<file path="src/rtl/hazard_track_unit.sv">
// rtl/hazard_track_unit.sv - destination tracking, load-use stall and flush/freeze control
module hazard_track_unit #(
    parameter int LOAD_USE_STALLS = 1,
    parameter int CNT_W           = 16
) (
    input  logic             clk_i,
    input  logic             rst_ni,
    input  logic [4:0]       ID_rs1_i,
    input  logic [4:0]       ID_rs2_i,
    input  logic             ID_rs1_use_i,
    input  logic             ID_rs2_use_i,
    input  logic [4:0]       ID_rd_i,
    input  logic             ID_rd_wren_i,
    input  logic             ID_is_load_i,
    input  logic             flush_i,
    input  logic             dmem_busy_i,
    output logic             stall_o,
    output logic             freeze_o,
    output logic [4:0]       IDEX_rd_o,
    output logic             IDEX_rd_wren_o,
    output logic [4:0]       EXMEM_rd_o,
    output logic             EXMEM_rd_wren_o,
    output logic [4:0]       MEMWB_rd_o,
    output logic             MEMWB_rd_wren_o,
    output logic [CNT_W-1:0] stall_cnt_o
);

    logic [4:0]       idex_rd_q, idex_rd_d;
    logic             idex_wren_q, idex_wren_d;
    logic             idex_ld_q, idex_ld_d;
    logic [4:0]       exmem_rd_q, exmem_rd_d;
    logic             exmem_wren_q, exmem_wren_d;
    logic             exmem_ld_q, exmem_ld_d;
    logic [4:0]       memwb_rd_q, memwb_rd_d;
    logic             memwb_wren_q, memwb_wren_d;
    logic             pending_flush_q, pending_flush_d;
    logic [CNT_W-1:0] stall_cnt_q, stall_cnt_d;

    logic dep_idex, dep_exmem, load_use, kill;

    // True when a load in the given stage writes a register the ID instruction reads
    function automatic logic dep_on(input logic ld, input logic wren, input logic [4:0] rd,
                                    input logic [4:0] rs1, input logic rs1_use,
                                    input logic [4:0] rs2, input logic rs2_use);
        return ld && wren && ((rs1_use && (rs1 == rd)) || (rs2_use && (rs2 == rd)));
    endfunction

    // Hazard detection and stall/freeze outputs; freeze outranks flush, flush outranks stall
    always_comb begin
        dep_idex  = dep_on(idex_ld_q, idex_wren_q, idex_rd_q,
                           ID_rs1_i, ID_rs1_use_i, ID_rs2_i, ID_rs2_use_i);
        dep_exmem = dep_on(exmem_ld_q, exmem_wren_q, exmem_rd_q,
                           ID_rs1_i, ID_rs1_use_i, ID_rs2_i, ID_rs2_use_i);
        load_use  = (LOAD_USE_STALLS == 2) ? (dep_idex || dep_exmem) : dep_idex;
        kill      = flush_i || pending_flush_q;
        freeze_o  = dmem_busy_i;
        stall_o   = load_use && !kill && !dmem_busy_i;
    end

    // Next-state: hold everything while frozen (remembering flushes), else advance
    always_comb begin
        idex_rd_d       = idex_rd_q;
        idex_wren_d     = idex_wren_q;
        idex_ld_d       = idex_ld_q;
        exmem_rd_d      = exmem_rd_q;
        exmem_wren_d    = exmem_wren_q;
        exmem_ld_d      = exmem_ld_q;
        memwb_rd_d      = memwb_rd_q;
        memwb_wren_d    = memwb_wren_q;
        pending_flush_d = pending_flush_q;
        stall_cnt_d     = stall_cnt_q;
        if (dmem_busy_i) begin
            if (flush_i) begin
                pending_flush_d = 1'b1;
            end
        end else begin
            memwb_rd_d      = exmem_rd_q;
            memwb_wren_d    = exmem_wren_q;
            exmem_rd_d      = idex_rd_q;
            exmem_wren_d    = idex_wren_q;
            exmem_ld_d      = idex_ld_q;
            pending_flush_d = 1'b0;
            if (kill || load_use) begin
                idex_rd_d   = 5'd0;
                idex_wren_d = 1'b0;
                idex_ld_d   = 1'b0;
            end else begin
                idex_rd_d   = ID_rd_i;
                idex_wren_d = ID_rd_wren_i && (ID_rd_i != 5'd0);
                idex_ld_d   = ID_is_load_i;
            end
        end
        if (stall_o && (stall_cnt_q != {CNT_W{1'b1}})) begin
            stall_cnt_d = stall_cnt_q + 1'b1;
        end
    end

    // State registers with synchronous active-low reset
    always_ff @(posedge clk_i) begin
        if (!rst_ni) begin
            idex_rd_q       <= 5'd0;
            idex_wren_q     <= 1'b0;
            idex_ld_q       <= 1'b0;
            exmem_rd_q      <= 5'd0;
            exmem_wren_q    <= 1'b0;
            exmem_ld_q      <= 1'b0;
            memwb_rd_q      <= 5'd0;
            memwb_wren_q    <= 1'b0;
            pending_flush_q <= 1'b0;
            stall_cnt_q     <= '0;
        end else begin
            idex_rd_q       <= idex_rd_d;
            idex_wren_q     <= idex_wren_d;
            idex_ld_q       <= idex_ld_d;
            exmem_rd_q      <= exmem_rd_d;
            exmem_wren_q    <= exmem_wren_d;
            exmem_ld_q      <= exmem_ld_d;
            memwb_rd_q      <= memwb_rd_d;
            memwb_wren_q    <= memwb_wren_d;
            pending_flush_q <= pending_flush_d;
            stall_cnt_q     <= stall_cnt_d;
        end
    end

    assign IDEX_rd_o       = idex_rd_q;
    assign IDEX_rd_wren_o  = idex_wren_q;
    assign EXMEM_rd_o      = exmem_rd_q;
    assign EXMEM_rd_wren_o = exmem_wren_q;
    assign MEMWB_rd_o      = memwb_rd_q;
    assign MEMWB_rd_wren_o = memwb_wren_q;
    assign stall_cnt_o     = stall_cnt_q;

endmodule

</file>
<file path="config.mk">
export PLATFORM = sky130hd
export DESIGN_NAME = hazard_track_unit
export DESIGN_NICKNAME = d
export VERILOG_FILES = /design/src/rtl/hazard_track_unit.sv
export SDC_FILE = /design/constraint.sdc
export NUM_CORES = 1
export LEC_CHECK = 0
export ABC_AREA = 1
export BUFFER_PORTS_ARGS = -buffer_cell sky130_fd_sc_hd__buf_2
export CORE_UTILIZATION = 35
export DETAILED_ROUTE_END_ITERATION = 12
export PLACE_DENSITY = 0.6
export SYNTH_ARGS = -nofsm -noshare
export SYNTH_HDL_FRONTEND = slang
export SYNTH_SLANG_ARGS = --single-unit
</file>
<file path="constraint.sdc">
create_clock -name clk_i -period 4 [get_ports clk_i]
set_clock_uncertainty 0.2 [all_clocks]
set_input_delay 1 -clock clk_i [delete_from_list [all_inputs] [get_ports clk_i]]
set_output_delay 1 -clock clk_i [all_outputs]
set_load 0.05 [all_outputs]
</file>
==> results.toml <==
[global_routing]
grt_start_max_net_pins = 39
antenna_found_initial = 0
grt_pass1_wl_um = 7040
grt_usage_pct = 16.1
grt_overflow = 0
grt_pass1_vias = 1681

[yosys]
syn_avg_cell_area_um2 = 6.57
synth_compound_area_share_pct = 8.96
synth_common_cells = "nand2_1, nor2_1, dfxtp_1, inv_1, o21ai_0"
yosysWarningCount = 0
synth-simple-area-share_pct = 44.7
netlist_top_cells_area = "dfxtp_1, nand2_1, nor2_1"
synth_edf_count = 0
synthArstFlopShare_pct = 0
synth_area_leader_cell = "dfxtp_1"
synth-seq-area-share_pct = 37.9
ys_seq_elements = 36
synth_top_family_by_area = "simple AND/OR/NAND/NOR gates"
synthAdderAreaFrac_pct = 0.659
netlist_area_um2 = 1900
yosysMostFrequentCell = "nand2_1"
ys.flop_type = "dfxtp_1"
synth_xor_area_share_pct = 0
synth_fp_nets = 313
syn_inst = 289
yosysTopAreaCellShare_pct = 37.9
synthMuxAreaShare_pct = 0
yosys.cell_types.count = 24

[routing]
vias_per_cell = 4.56
drtIter0Drc = 64
wl_per_cell_um = 10.3
firstDrtPassIters = 5
wl_um = 4320
vias = 1907
ant_nets = 0
drc_errors = 0

[pwr]
p_leak_nw = 1.14
switchingPower_uw = 210
switching_share_pct = 28.1
irDropWorstVdd_uv = 149
powerDensity_nw_per_um2 = 320
clockPowerShare_pct = 35.8
intPower_uw = 538
seqPwrFrac_pct = 50.1
comb_power_share_pct = 14.1

[clock_tree]
clk_pin_slew_worst_paths_ns = 0.07
cts_tree = "done"
cts_buffers = 5
cts_resized = 0
clkSinkCount = 36
cts_hold_buf = 0
cts_buffer_depth = 2
htreeDepth = 2
post_cts_buffers = 0
clock_latency_ns = 0.28
cts-root-buf = "clkbuf_8"

[placed_design]
dpl_worst_slack_ns = 0.698
dpl-instance-area_um2 = 2250
place_hpwl_um = 3300
dpl.cell_count = 410
portBuffers = 58
gp_congestion = 0.892

[floorplan]
start_util_pct = 36.7
core_um2 = 5170
dieArea_um2 = 5730
die_w_um = 75.7
dieHeight_um = 75.7
rows = 26
boundaryPins = 59

[critical_path]
crit_required_ns = 2.80
critPathCaptureType = "primary output"
cp-start-kind = "input pin"
cpLargestDelayFamily = "simple AND/OR/NAND/NOR gates"
slowest_stage = "buf_2"
path_cells = "buf_2 > nand2_1 > nand2_1 > nor2_1 > nand3_2 > nand2_4 > nand2_4 > nor2_4 > buf_2"
setup.worst_path.class = "in -> out"
crit_fanout = 6
cp.buffers_inverters = 2
cp.arrival_ns = 2.09
slowest_delay_ns = 0.29

[sta]
finalCriticalPeriod_ns = 3.29
worst_slack_ns = 0.709
maxSlewHeadroom_pct = 58.2
drv_slew = 0
hold_viol = 0
setup_tns_ns = 0
finalSetupViolCount = 0
rsz0062_at_grt = "no"
period_share_pct = 82.3
tightest_slew_ns = 0.627
fmax_ghz = 0.304

[final_layout]
area_growth_pct = 23.3
drive_above_1_share_pct = 28.2
design_area_um2 = 2340
instances_no_fill = 418
antennaDiodeCount = 0
nets = 371

[outcome]
outcome = "complete, no violations"

[flow_run]
drv_cap = 0

[worst_hold_path]
hold_path.class = "reg -> reg"
## per-layer routing
layer  part of all wire, %  global-route usage [%]
met1                    48                    19.1
met2                    47                    29.6
met3                   5.1                    3.70
met4                  0.65                    3.70
met5                     0                       0
## registers in the layout, indices dropped and copies added (netlist names)
| register | cells |
|---|---|
| EXMEM_rd_o | 5 |
| EXMEM_rd_wren_o | 1 |
| IDEX_rd_o | 5 |
| IDEX_rd_wren_o | 1 |
| MEMWB_rd_o | 5 |
| MEMWB_rd_wren_o | 1 |
| idex_ld_q | 1 |
| pending_flush_q | 1 |
| stall_cnt_o | 16 |
## cell families after synthesis
| logic type | after synthesis |
|---|---|
| flip-flops | 36 |
| adder cells (fa/ha/maj) | 1 |
| buffers and inverters | 38 |
| AO/OA/AOI/OAI | 32 |
| AND/OR/NAND/NOR | 182 |
## final timing paths
kind | from | to | slack [ns] | cells after the start
setup / recovery | ID_rs2_i[4] | stall_o | 0.71 | 9
hold / removal | pending_flush_q | pending_flush_q | 0.27 | 2
setup reg to reg | stall_cnt_o[1] | stall_cnt_o[14] | 2.18 | 10
hold reg to reg | pending_flush_q | pending_flush_q | 0.27 | 2
## worst register-to-register path: stages (launching register included)
cell	delay, ns
dfxtp_1	0.38
ha_1	0.17
nand2_1	0.10
nor2_4	0.17
nand2_1	0.09
a21oi_2	0.18
nand4_1	0.12
nor2_2	0.14
nand2_1	0.06
nand2_1	0.06
nor2_1	0.05
## placed cells by master, fill, tap and decap left out, types with 7 or more instances in the layout
cell,instances
inv_1,25
nand2_1,82
dfxtp_1,36
nor2_1,58
buf_2,58
nand3_1,7
a21oi_1,9
o21ai_0,17
nor2_2,12
## through the flow
stage,power [mW],hold WS [ns],util [%]
floorplan,0.460,0.225,-
global placement,0.489,0.243,43.4
detailed placement,0.490,0.254,43.4
CTS,0.759,0.273,45.3
global route,0.787,0.293,45.3
finish,0.748,0.275,45.3
## layout make-up
cell class	instances	area, µm²
clock inverters	1	7.51
clock buffers	7	86.3
repair buffers	58	290
well taps	70	87.6
fillers	568	2830
multi-input cells	215	1030
inverters	31	116
flip-flops and latches	36	721
## power groups by stage
stage | clock network, mW | logic, mW | registers, mW
after floorplan | 0 | 0.0438 | 0.416
after global placement | 0 | 0.106 | 0.383
after detailed placement | 0 | 0.106 | 0.383
after CTS | 0.278 | 0.106 | 0.375
after global routing | 0.294 | 0.116 | 0.377
final | 0.268 | 0.105 | 0.375
(Power assumes the default switching activity.)
